--- src/rtl/hazard_scoreboard_pkg.sv ---
// hazard_scoreboard_pkg: latency classes, counter-width helpers and default latencies shared by the scoreboard files
package hazard_scoreboard_pkg;
  typedef enum logic [1:0] {LAT_NONE, LAT_LOAD, LAT_LONG} lat_class_e;
  localparam int DEF_LOAD_LAT = 1;
  localparam int DEF_LONG_LAT = 4;
  localparam int DEF_FLUSH_CYCLES = 1;
  function automatic int cw_of(input int a, input int b);
    return (a > b ? a : b) > 0 ? $clog2((a > b ? a : b) + 1) : 1;
  endfunction
  function automatic int fw_of(input int n);
    return n > 1 ? $clog2(n) : 1;
  endfunction
endpackage

--- src/rtl/hazard_scoreboard_if.sv ---
// hazard_scoreboard_if: ID-stage hazard bundle; master drives rs1/rs2/wr/valid/load/long/div/mispredict and receives stop_IF/stop_ID
interface hazard_scoreboard_if #(parameter int REG_AW = 5);
  logic [REG_AW-1:0] rs1_ID, rs2_ID, wr_ID;
  logic use_rs1, use_rs2, valid_ID, isLoad_ID, isLong_ID, inst_div, isRiskCtrl;
  logic stop_IF, stop_ID;
  modport master(
    output rs1_ID, rs2_ID, wr_ID, use_rs1, use_rs2, valid_ID, isLoad_ID, isLong_ID, inst_div, isRiskCtrl,
    input stop_IF, stop_ID
  );
  modport slave(
    input rs1_ID, rs2_ID, wr_ID, use_rs1, use_rs2, valid_ID, isLoad_ID, isLong_ID, inst_div, isRiskCtrl,
    output stop_IF, stop_ID
  );
endinterface

--- src/rtl/hazard_scoreboard_countdown.sv ---
// sb_countdown: loadable down counter holding at zero; ports clk, rst, ld, val -> q
module sb_countdown #(
  parameter int W = 3
) (
  input  logic         clk,
  input  logic         rst,
  input  logic         ld,
  input  logic [W-1:0] val,
  output logic [W-1:0] q
);
  always_ff @(posedge clk)
    if (rst) q <= '0;
    else if (ld) q <= val;
    else if (q != '0) q <= q - W'(1);
endmodule

--- src/rtl/hazard_scoreboard.sv ---
// hazard_scoreboard: ID/EX countdown scoreboard for load-use, long-latency and flush stalls; ports clk, rst, bus (hazard_scoreboard_if.slave), perf_stall_cnt, perf_flush_cnt; HAZARD_PERF_EN builds the perf counters
module hazard_scoreboard
  import hazard_scoreboard_pkg::*;
#(
  parameter int REG_AW = 5,
  parameter int LOAD_LAT = DEF_LOAD_LAT,
  parameter int LONG_LAT = DEF_LONG_LAT,
  parameter int FLUSH_CYCLES = DEF_FLUSH_CYCLES
) (
  input  logic                clk,
  input  logic                rst,
  hazard_scoreboard_if.slave  bus,
  output logic [31:0]         perf_stall_cnt,
  output logic [31:0]         perf_flush_cnt
);
  localparam int N = 2 ** REG_AW;
  localparam int CW = cw_of(LOAD_LAT, LONG_LAT);
  localparam int FW = fw_of(FLUSH_CYCLES);
  logic [CW-1:0] pend [N];
  logic [CW-1:0] busy, lat;
  logic [FW-1:0] fcnt;
  logic raw, haz_struct, flush, issue;
  lat_class_e cls;
  always_comb begin
    cls = bus.isLong_ID ? LAT_LONG : bus.isLoad_ID ? LAT_LOAD : LAT_NONE;
    lat = cls == LAT_LONG ? CW'(LONG_LAT) : cls == LAT_LOAD ? CW'(LOAD_LAT) : '0;
    raw = bus.valid_ID & ((bus.use_rs1 & (bus.rs1_ID != '0) & (pend[bus.rs1_ID] != '0)) |
                          (bus.use_rs2 & (bus.rs2_ID != '0) & (pend[bus.rs2_ID] != '0)));
    haz_struct = bus.valid_ID & bus.isLong_ID & (busy != '0);
    flush = bus.isRiskCtrl | (fcnt != '0);
    bus.stop_ID = raw | haz_struct | flush;
    bus.stop_IF = (raw | haz_struct | bus.inst_div) & ~flush;
    issue = bus.valid_ID & ~(raw | haz_struct | flush);
  end
  for (genvar i = 0; i < N; i++) begin : g_pend
    if (i == 0) begin : g_zero
      assign pend[i] = '0;
    end else begin : g_cnt
      sb_countdown #(.W(CW)) u_cnt (
        .clk(clk), .rst(rst), .ld(issue & (bus.wr_ID == REG_AW'(i))), .val(lat), .q(pend[i])
      );
    end
  end
  sb_countdown #(.W(CW)) u_busy (
    .clk(clk), .rst(rst), .ld(issue & bus.isLong_ID), .val(CW'(LONG_LAT)), .q(busy)
  );
  sb_countdown #(.W(FW)) u_flush (
    .clk(clk), .rst(rst), .ld(bus.isRiskCtrl), .val(FW'(FLUSH_CYCLES - 1)), .q(fcnt)
  );
`ifdef HAZARD_PERF_EN
  always_ff @(posedge clk)
    if (rst) begin
      perf_stall_cnt <= '0;
      perf_flush_cnt <= '0;
    end else begin
      perf_stall_cnt <= perf_stall_cnt + 32'((raw | haz_struct) & ~flush);
      perf_flush_cnt <= perf_flush_cnt + 32'(bus.isRiskCtrl);
    end
`else
  assign perf_stall_cnt = '0;
  assign perf_flush_cnt = '0;
`endif
endmodule

--- src/flat_wrapper.sv ---
// flat-port wrapper written by rule: the top's interface ports become plain ports
module hazard_scoreboard_flat import hazard_scoreboard_pkg::*;
#(
  parameter int REG_AW = 5,
  parameter int LOAD_LAT = DEF_LOAD_LAT,
  parameter int LONG_LAT = DEF_LONG_LAT,
  parameter int FLUSH_CYCLES = DEF_FLUSH_CYCLES
)
  (clk, rst, perf_stall_cnt, perf_flush_cnt, bus_rs1_ID, bus_rs2_ID, bus_wr_ID, bus_use_rs1, bus_use_rs2, bus_valid_ID, bus_isLoad_ID, bus_isLong_ID, bus_inst_div, bus_isRiskCtrl, bus_stop_IF, bus_stop_ID);
  hazard_scoreboard_if #(.REG_AW(REG_AW)) bus_i ();
  input  logic clk;
  input  logic rst;
  output logic [31:0] perf_stall_cnt;
  output logic [31:0] perf_flush_cnt;
  input wire logic [$bits(bus_i.rs1_ID)-1:0] bus_rs1_ID;
  input wire logic [$bits(bus_i.rs2_ID)-1:0] bus_rs2_ID;
  input wire logic [$bits(bus_i.wr_ID)-1:0] bus_wr_ID;
  input wire logic [$bits(bus_i.use_rs1)-1:0] bus_use_rs1;
  input wire logic [$bits(bus_i.use_rs2)-1:0] bus_use_rs2;
  input wire logic [$bits(bus_i.valid_ID)-1:0] bus_valid_ID;
  input wire logic [$bits(bus_i.isLoad_ID)-1:0] bus_isLoad_ID;
  input wire logic [$bits(bus_i.isLong_ID)-1:0] bus_isLong_ID;
  input wire logic [$bits(bus_i.inst_div)-1:0] bus_inst_div;
  input wire logic [$bits(bus_i.isRiskCtrl)-1:0] bus_isRiskCtrl;
  output wire logic [$bits(bus_i.stop_IF)-1:0] bus_stop_IF;
  output wire logic [$bits(bus_i.stop_ID)-1:0] bus_stop_ID;
  assign bus_i.rs1_ID = bus_rs1_ID;
  assign bus_i.rs2_ID = bus_rs2_ID;
  assign bus_i.wr_ID = bus_wr_ID;
  assign bus_i.use_rs1 = bus_use_rs1;
  assign bus_i.use_rs2 = bus_use_rs2;
  assign bus_i.valid_ID = bus_valid_ID;
  assign bus_i.isLoad_ID = bus_isLoad_ID;
  assign bus_i.isLong_ID = bus_isLong_ID;
  assign bus_i.inst_div = bus_inst_div;
  assign bus_i.isRiskCtrl = bus_isRiskCtrl;
  assign bus_stop_IF = bus_i.stop_IF;
  assign bus_stop_ID = bus_i.stop_ID;
  hazard_scoreboard #(.REG_AW(REG_AW), .LOAD_LAT(LOAD_LAT), .LONG_LAT(LONG_LAT), .FLUSH_CYCLES(FLUSH_CYCLES)) u_core (.clk(clk), .rst(rst), .bus(bus_i), .perf_stall_cnt(perf_stall_cnt), .perf_flush_cnt(perf_flush_cnt));
endmodule
--- config.mk ---
export PLATFORM = sky130hd
export DESIGN_NAME = hazard_scoreboard_flat
export DESIGN_NICKNAME = d
export VERILOG_FILES = /design/src/rtl/hazard_scoreboard_pkg.sv /design/src/rtl/hazard_scoreboard_if.sv /design/src/rtl/hazard_scoreboard_countdown.sv /design/src/rtl/hazard_scoreboard.sv /design/src/flat_wrapper.sv
export SDC_FILE = /design/constraint.sdc
export NUM_CORES = 1
export LEC_CHECK = 0
export ABC_CLOCK_PERIOD_IN_PS = 3400
export CORE_MARGIN = 2
export CORE_UTILIZATION = 57
export DETAILED_ROUTE_END_ITERATION = 8
export MAX_ROUTING_LAYER = met4
export PLACE_DENSITY = 0.83
export SLEW_MARGIN = 25
export SYNTH_ARGS = -nofsm -noshare
export SYNTH_HDL_FRONTEND = slang
export SYNTH_SLANG_ARGS = --single-unit
export TNS_END_PERCENT = 10
--- constraint.sdc ---
create_clock -name clk -period 3.4 [get_ports clk]
set_input_delay 0.51 -clock clk [delete_from_list [all_inputs] [get_ports clk]]
set_output_delay 0.51 -clock clk [all_outputs]
set_load 0.01 [all_outputs]
* After elaboration in Yosys (flattened, before gate mapping)
Index checks and enable logic that the tools add are counted.
** Operators by class
- $add $sub $neg :: 33
- $lt $le $gt $ge :: 2
- Equality and inequality tests :: 33
- Muxes and demuxes :: 74
- Bitwise operators :: 51
- Reductions and logical operators :: 70
** Operators by type and width (number)
- 3-bit two-way mux :: 69
- 3-bit nonzero test :: 34
- 3-bit by 1-bit subtractor with 3-bit output (second input constant) :: 32
- 5-bit equality test (second input constant) :: 16
- 2-bit nonzero test :: 32
- 1-bit bitwise AND :: 41
- 5-bit by 4-bit equality test with 1-bit output (second input constant) :: 8
- 3-bit binary-select mux with 5-bit select :: 2
- 5-bit by 3-bit equality test with 1-bit output (second input constant) :: 4
- 6-bit greater-or-equal comparator (second input constant) :: 2
- 5-bit inverter with 6-bit output :: 2
- 5-bit by 2-bit equality test with 1-bit output (second input constant) :: 2
- 5-bit nonzero test :: 2
- 5-bit by 1-bit equality test with 1-bit output (second input constant) :: 1
- 1-bit bitwise OR :: 5
- 1-bit inverter :: 3
- 3-bit OR reduction :: 1
- 2-bit by 1-bit equality test with 1-bit output (second input constant) :: 1
- 2-bit equality test (second input constant) :: 1
- 1-bit two-way mux :: 2
- 2-bit two-way mux :: 1
- 2-bit OR reduction :: 1
- 1-bit subtractor (second input constant) :: 1
** Word-level totals
- Flip-flop bits (word level) :: 97
- Input port bits :: 24
- Word-level logic and storage cells :: 297

* Longest topological paths before layout
Gate-level depths: netlist of run 1.
- Word-level depth :: 14
- Depth in mapped cells :: 12
- Mapped depth without buffers :: 8

* By module
Synthesis of run 1 repeated with hierarchy kept, for this count alone.
** Second synthesis, totals
- Cell total of the unflattened synthesis :: 920
- Area total of the unflattened synthesis :: 8485.6 µm²
** Modules (own cells, without submodules)
- sb_countdown at u_core.g_pend[10].g_cnt.u_cnt ... :: times used 32, cells an instance 21, area an instance 202.7 µm², seq. area each 60.1 µm²
- hazard_scoreboard :: times used 1, cells an instance 246, area an instance 1970.6 µm², seq. area each 0.0 µm²
- sb_countdown at u_core.u_flush :: times used 1, cells an instance 2, area an instance 28.8 µm², seq. area each 20.0 µm²

* Worst setup path after synthesis of run 1
OpenSTA, ideal clock, no wires.
- Path type :: input port to output port
- Start point :: input port bus_rs2_ID[0]
- End point :: output port bus_stop_IF
- Data arrival time :: 2376 ps
- Required time :: 2890 ps
- Setup slack :: 514 ps
- Stages :: 10
- Path buffers :: 2
- Cell sequence :: buf_2 inv_1 mux4_2 nor2_1 o211ai_1 a21oi_1 nand2_1 buf_2 a21oi_1 nor3_1
** On the way
- Longest elaborated chain between the ends :: 11
- Elaborated cells on any way between the ends :: 13
- Classes of those cells :: mux (3); bitwise (8); reduce/logical (2)
** Ends and longest elaborated chain
- from (decl) :: RTL line flat_wrapper.sv:16 : input wire logic [$bits(bus_i.rs2_ID)-1:0] bus_rs2_ID;
- 5-bit inverter with 6-bit output (not written as such) :: RTL line hazard_scoreboard.sv:28 : (bus.use_rs2 & (bus.rs2_ID != '0) & (pend[bus.rs2_ID] != '0)));
- 3-bit binary-select mux with 5-bit select :: RTL line hazard_scoreboard.sv:28
- 3-bit two-way mux (not written as such) (2 in series) :: RTL line hazard_scoreboard.sv:28
- 3-bit nonzero test :: RTL line hazard_scoreboard.sv:28
- 1-bit bitwise AND (*) :: RTL line hazard_scoreboard.sv:28
- 1-bit bitwise OR (*) :: RTL line hazard_scoreboard.sv:27 : raw = bus.valid_ID & ((bus.use_rs1 & (bus.rs1_ID != '0) & (pend[bus.rs1_ID] != '0)) |
- 1-bit bitwise AND (*) :: RTL line hazard_scoreboard.sv:27
- 1-bit bitwise OR (*) (2 in series) :: RTL line hazard_scoreboard.sv:32 : bus.stop_IF = (raw | haz_struct | bus.inst_div) & ~flush;
- 1-bit bitwise AND (*) :: RTL line hazard_scoreboard.sv:32
- to (decl) :: RTL line flat_wrapper.sv:25 : output wire logic [$bits(bus_i.stop_IF)-1:0] bus_stop_IF;
Mark *: on every way between the ends. The rest lies on a longest branch, timed or not. The select of a mux whose other input is x is not followed.

* Final worst setup path of run 1
Ends and elaborated chain as after synthesis.

==> results of run 1 <==
-- critical path, stage by stage --
cell and delay (ns):
clkdlybuf4s50_1 0.45, buf_12 0.18, inv_1 0.14, mux4_2 0.52
nor2_1 0.10, o211ai_1 0.08, a21oi_1 0.24, nand2_2 0.15
a21oi_2 0.15, nor3_1 0.05, buf_2 0.13
-- cells in the final DEF, fill, tap and decap left out, types with 9 or more instances in the layout --
master           instances
o21ai_0                 36
nor2_1                  64
nor2b_1                 10
a211oi_1                26
nor4_1                  20
mux2i_1                 29
nand2_1                 49
clkdlybuf4s50_1         20
o31ai_1                 14
conb_1                  65
nor3_1                  43
a21oi_1                 52
nand4_1                 12
inv_1                   75
and3_1                  21
xnor2_1                 32
mux2_2                  10
buf_4                   60
nand2b_1                32
ha_1                    64
dfxtp_1                 97
a311oi_1                16
nand3_1                 18
clkbuf_16                9
-- what timing repair did --
action | 4_1_cts | 5_1_grt
setup endpoints to repair | 2 | 7
pin swaps | 6 | 5
buffers inserted | 2 | 3
resized for setup | 9 | 9
hold endpoints to repair | 0 | 0
-- power breakdown --
group / internal, mW / total (mW) / switching [mW]
Sequential: 1.64 / 2.10 / 0.464
Clock: 0.683 / 1.15 / 0.469
Combinational: 1.83 / 3.84 / 2.01
Total: 4.14 / 7.09 / 2.95
-- per-layer routing --
layer	GRT usage, %	vias up
met5	-	-
met4	10.3	0
met1	36.5	3104
met3	5.93	38
met2	43.0	320
li1	-	3212
-- Yosys cell counts, types with 2 or more instances --
cell,n
a211oi_1,26
a21boi_0,2
a21o_1,7
a21oi_1,53
a22oi_1,2
a311oi_1,17
a31oi_1,5
a41oi_1,2
and3_1,21
and4_1,6
buf_2,9
buf_4,69
buf_6,2
clkbuf_1,27
dfxtp_1,97
ha_1,64
inv_1,75
mux2_2,10
mux2i_1,29
mux4_1,2
nand2_1,51
nand2b_1,32
nand3_1,18
nand4_1,12
nor2_1,64
nor2b_1,12
nor3_1,43
nor3b_1,3
nor4_1,20
nor4b_1,7
o2111ai_1,3
o211ai_1,4
o21a_1,6
o21ai_0,36
o221a_2,2
o22ai_1,2
o311a_1,6
o31ai_1,14
or3_1,5
xnor2_1,32
-- kinds of logic (layout without fill, tap and decap cells) --
kind of cell    Yosys count  count (layout)  share of synthesized area [%]
other cells               1              65                         0.0512
flops                    97              97                           26.5
simple gates            302             302                           21.5
compound gates          191             191                           17.4
fa+ha+maj                64              64                           10.9
xor+xnor                 32              32                           3.83
mux                      42              42                           6.53
buf+inv                 182             181                           13.2
-- through the flow --
step / setup TNS (ns) / hold WS, ns / area, sq um
after global routing: 0 / 0.584 / 8220
after CTS: 0 / 0.545 / 8190
final: 0 / 0.547 / 8220
after floorplan: 0 / 0.514 / 7560
after global placement: -0.861 / 0.535 / 7820
after detailed placement: -1.87 / 0.536 / 7820
-- cell type report --
class	count	area, sq um	share of cell area [%]
Tap cell	172	215	2.62
Clock inverter	5	77.6	0.944
Clock buffer	11	253	3.08
Timing Repair Buffer	90	773	9.41
Sequential cell	97	1940	23.6
Multi-Input combinational cell	696	4680	56.9
Inverter	75	282	3.43
-- worst min-delay path by stage --
stage	end	cells after the start	startpoint	slack, ns
detailed placement	u_core.g_pend[23].g_cnt.u_cnt.q[1]	2	u_core.g_pend[23].g_cnt.u_cnt.q[1]	0.54
CTS	u_core.g_pend[23].g_cnt.u_cnt.q[1]	2	u_core.g_pend[23].g_cnt.u_cnt.q[1]	0.55
floorplan	u_core.g_pend[23].g_cnt.u_cnt.q[1]	2	u_core.g_pend[23].g_cnt.u_cnt.q[1]	0.51
global route	u_core.g_pend[23].g_cnt.u_cnt.q[1]	2	u_core.g_pend[23].g_cnt.u_cnt.q[1]	0.58
global placement	u_core.g_pend[23].g_cnt.u_cnt.q[1]	2	u_core.g_pend[23].g_cnt.u_cnt.q[1]	0.54
finish	u_core.g_pend[23].g_cnt.u_cnt.q[1]	2	u_core.g_pend[23].g_cnt.u_cnt.q[1]	0.55
-- state kept, by name, summed over array words and instances, names as in the netlist --
| register | cells |
|---|---|
| u_core.g_pend.g_cnt.u_cnt.q | 93 |
| u_core.u_busy.q | 3 |
| u_core.u_flush.q | 1 |
==> reports/metrics.cfg, run 1 <==
[floorplan]
core-area_sq_um=12600
start_util_pct=58.3
rows=41
io_pins=90
die_h_microns=117
die_area_sq_um=13800
die_x_microns=117

[yosys]
syn_inst=911
synth-main-ff-cell=dfxtp_1
synth_seq_area_share_pct=26.5
synth.cell_area_sq_um=7320
yosys_warnings=0
netlist.area_leader.share_pct=26.5
synth_area_leaders=dfxtp_1 (27%), ha_1 (11%), buf_4 (7.1%)
synth_top_area_cell=dfxtp_1
synth_cell_types=54
synth_edf_count=0
synth-async-reset-ratio_pct=0
syn_area_per_cell_sq_um=8.04
ys_ff_latch=97

[cells_and_area]
area_growth_pct=12.2
instances_no_fill=1146
nFillCells=1054
drive_gt1_share_pct=11.1
final_util_pct=65.4
diodes=0
finalNetCount=1057

[clock_tree]
clk_latency_ns=0.37
cts.clk_slew.worst_paths_ns=0.07
postCtsHoldBufs=0
root_buffer=clkbuf_16
clock_path_buffers=2
cts_buffers=9
cts_tree=done
cts_sinks=97
cts.htree.levels=3

[global_routing]
antenna_found_initial=0
grt_pass1_wl_mm=30.3
grt_max_degree=46
grt-ovfl-total=0
grt_pass1_vias=6169
grtUsageTotal_pct=28.0

[route]
ant_nets=0
wirelength_mm=18.6
drtIter0Drc=577
drc_errors=0
num_vias=6674
vias_per_cell=5.82
m1WireLength_mm=8.08
top_layer_used=met4
routed-wl-met2_mm=8.41
wl_per_cell_microns=16.3
drtPass1Iterations=5
met3_length_mm=1.73

[worst_setup_path]
critical_path_class=in2out
critPathLaunch=bus_rs2_ID[0]
endpoint_kind=primary output
rrSetupSlack_ns=0.41
r2r_start=u_core.g_pend[8].g_cnt.u_cnt.q[0]
reg2regPathDepth=12
crit_required_ns=2.89
worstPathMaxFanout=26
arrival_ns=2.71
r2r_end=u_core.g_pend[17].g_cnt.u_cnt.q[2]
crit_end=bus_stop_IF
cp-start-kind=primary input

[timing]
rsz0062_at_grt=no
worst_slack_ns=0.183
fmax_mhz=311
relSlewSlack_pct=42.8
post-route-min-period_ns=3.22
hold_viol_final=0
setup_violations=0
worstMarginPinSlew_ns=0.857
skew_ns=0.0146
drv_slew=0
period_share_pct=94.6

[job]
maxCapViolCount=0

[power_and_ir_drop]
power_mw=7.09
p_per_area_nw_per_um2=863
leakage_nw=3.57
vdd_drop_max_mv=0.465

[hold_path]
hold_class=reg2reg

[placed_design]
place_inst=1125
io_buffers=25
dpl_worst_slack_ns=-0.358
dp_hpwl_mm=13.6
gp_congestion=0.983

[status]
status=complete, no violations

Power figures use the tool's default switching activity.
==> inputs of run 2 (changes only) <==
--- a/config.mk
+++ b/config.mk
@@ -8,6 +8,7 @@
 export ABC_CLOCK_PERIOD_IN_PS = 3400
 export CORE_MARGIN = 2
 export CORE_UTILIZATION = 57
+export CTS_CLUSTER_SIZE = 14
 export DETAILED_ROUTE_END_ITERATION = 8
 export MAX_ROUTING_LAYER = met4
 export PLACE_DENSITY = 0.83
==> results of run 2 <==
No change in the layout: final DEF, timing and power equal those of run 1.
==> inputs of run 3 (changes only) <==
--- a/config.mk
+++ b/config.mk
@@ -5,13 +5,14 @@
 export SDC_FILE = /design/constraint.sdc
 export NUM_CORES = 1
 export LEC_CHECK = 0
-export ABC_CLOCK_PERIOD_IN_PS = 3400
+export ABC_CLOCK_PERIOD_IN_PS = 2600
 export CORE_MARGIN = 2
-export CORE_UTILIZATION = 57
+export CORE_UTILIZATION = 52
 export CTS_CLUSTER_SIZE = 14
 export DETAILED_ROUTE_END_ITERATION = 8
 export MAX_ROUTING_LAYER = met4
-export PLACE_DENSITY = 0.83
+export PLACE_DENSITY = 0.8
+export SETUP_SLACK_MARGIN = 0.1
 export SLEW_MARGIN = 25
 export SYNTH_ARGS = -nofsm -noshare
 export SYNTH_HDL_FRONTEND = slang
==> constraint.sdc (replaced) <==
create_clock -name clk -period 2.6 [get_ports clk]
set_input_delay 0.39 -clock clk [delete_from_list [all_inputs] [get_ports clk]]
set_output_delay 0.39 -clock clk [all_outputs]
set_load 0.01 [all_outputs]
==> reports/metrics.cfg, run 3 (synthesis gave the netlist of run 1 again) <==
[floorplan]
die_x_microns=123
start_util_pct=53.0
die_area_sq_um=15000
core-area_sq_um=13800
rows=43
die_h_microns=123
io_pins=90

[timing]
drv_slew=0
hold_viol_final=0
post-route-min-period_ns=2.83
setup_violations=44
worst_slack_ns=-0.226
fin_worst_hold_slack_ns=0.485
fmax_mhz=354
relSlewSlack_pct=39.6
period_share_pct=109
worstMarginPinSlew_ns=0.905
tns_ns=-2.56
rsz0062_at_grt=yes
skew_ns=0.00828

[placed_design]
gp_congestion=0.984
io_buffers=25
postPlaceCellArea_sq_um=8370
dp_hpwl_mm=14.5

[worst_setup_path]
critical_path_class=reg2out
r2r_start=u_core.g_pend[12].g_cnt.u_cnt.q[2]
arrival_ns=2.44
reg2regPathDepth=12
worstPathMaxFanout=3
cp-start-kind=flip-flop
crit_required_ns=2.21
endpoint_kind=primary output
rrSetupSlack_ns=-0.13
r2r_end=u_core.g_pend[2].g_cnt.u_cnt.q[0]

[power_and_ir_drop]
p_comb_share_pct=61.0
internal_power_mw=6.20
swShare_pct=41.5
leakage_nw=4.08
p_clk_share_pct=13.7
p_sw_mw=4.40
p_per_area_nw_per_um2=1120
vdd_drop_max_mv=0.741
power_frac_seq_pct=25.3

[hold_path]
hold_class=in2reg
whs_endpoint=u_core.g_pend[29].g_cnt.u_cnt.q[0]
hp-start=rst
whs_path_depth=2

[clock_tree]
postCtsHoldBufs=0
cts.clk_slew.worst_paths_ns=0.07
cts_sinks=97
cts_buffers=9
cts_tree=done
clk_latency_ns=0.36
clock_path_buffers=2
cts.htree.levels=3
root_buffer=clkbuf_16

[route]
drc_errors=0
ant_nets=0
vias_per_cell=5.87
num_vias=7239
wl_per_cell_microns=17.7
wirelength_mm=21.9
drtIter0Drc=797
drtPass1Iterations=6

[global_routing]
grt-ovfl-total=0
grt_max_degree=29
grt_pass1_vias=6699
antenna_found_initial=0
grt_pass1_wl_mm=33.4
grtUsageTotal_pct=29.3

[cells_and_area]
layout_commonest_cell=buf_4
largest_reg_flops=93
final_cell_mix=buf_4 (112), dfxtp_1 (95), inv_1 (73), conb_1 (65), ha_1 (64)
drive_gt1_share_pct=26.3
top_register=u_core.g_pend.g_cnt.u_cnt.q
top_regs=u_core.g_pend.g_cnt.u_cnt.q x93, u_core.u_busy.q x3, u_core.u_flush.q x1
diodes=0
postLayoutCellArea_sq_um=9440
area_growth_pct=28.9
nFillCells=1018
finalNetCount=1136

[status]
status=finished with violations
violations=negative setup slack

[job]
maxCapViolCount=0

## run 3: cell count changes in the layout (fill, tap and decap cells not counted), moves of 11 or more
cell	delta
a211oi_1	-12
nor3_2	+12
buf_4	+52
buf_6	+15
nor3_1	-12
a21oi_1	-14
a21oi_2	+14
a211oi_2	+11
## run 3: worst max-delay path by stage
stage,cells after the start,end,slack [ns],startpoint
floorplan,10,bus_stop_IF,0.1,bus_rs1_ID[1]
global placement,11,bus_stop_IF,-0.81,bus_rs1_ID[1]
detailed placement,12,bus_stop_IF,-0.88,bus_rs1_ID[1]
CTS,9,bus_stop_IF,-0.24,u_core.g_pend[12].g_cnt.u_cnt.q[2]
global route,9,bus_stop_IF,-0.34,u_core.g_pend[12].g_cnt.u_cnt.q[2]
finish,9,bus_stop_IF,-0.23,u_core.g_pend[12].g_cnt.u_cnt.q[2]
## run 3: per-layer routing
metal / wire length (microns) / vias to the layer above / share of wire, % / global-route usage [%]
li1: - / 3371 / - / -
met1: 8760 / 3410 / 40 / 35.8
met2: 10500 / 379 / 48 / 46.9
met3: 1910 / 79 / 8.7 / 6.74
met4: 712 / 0 / 3.3 / 11.6
met5: 0 / - / 0 / -
## run 3: final cells by class
class	instances	area [sq um]	share of cell area (%)
Clock buffer	10	229	2.43
Clock inverter	6	91.3	0.968
Inverter	75	282	2.98
Multi-Input combinational cell	696	5110	54.1
Sequential cell	97	1940	20.6
Tap cell	180	225	2.39
Timing Repair Buffer	169	1560	16.5
## run 3: per-stage QoR
stage	utilization (%)	power (mW)	cells	setup slack, ns
3_5_place_dp	60.5	8.27	1196	-0.882
3_3_place_gp	60.5	8.05	1196	-0.808
4_1_cts	66.2	10.1	1230	-0.243
5_1_grt	68.3	11.4	1233	-0.343
6_report	68.3	10.6	1233	-0.226
2_1_floorplan	-	6.59	975	0.0976
## run 3: repair_timing
item,CTS,global route
cloned,5,0
pin swaps,41,31
buffers inserted,14,4
resized for setup,81,78
endpoints found under the setup margin,98,98
## run 3: worst max-delay path: stages (launching register included)
cell	delay (ns)
dfxtp_2	0.33
or3_4	0.39
mux4_2	0.49
nor2_2	0.10
o211ai_1	0.10
a21oi_2	0.18
nand2_2	0.12
a21oi_2	0.17
nor3_2	0.05
buf_2	0.13
## run 3: power by group through the flow
stage	Clock [mW]	Combinational (mW)	Sequential (mW)
floorplan	0	4.03	2.57
global placement	0	5.42	2.63
detailed placement	0	5.63	2.64
CTS	1.47	6.03	2.63
global route	1.51	7.11	2.75
finish	1.46	6.46	2.68
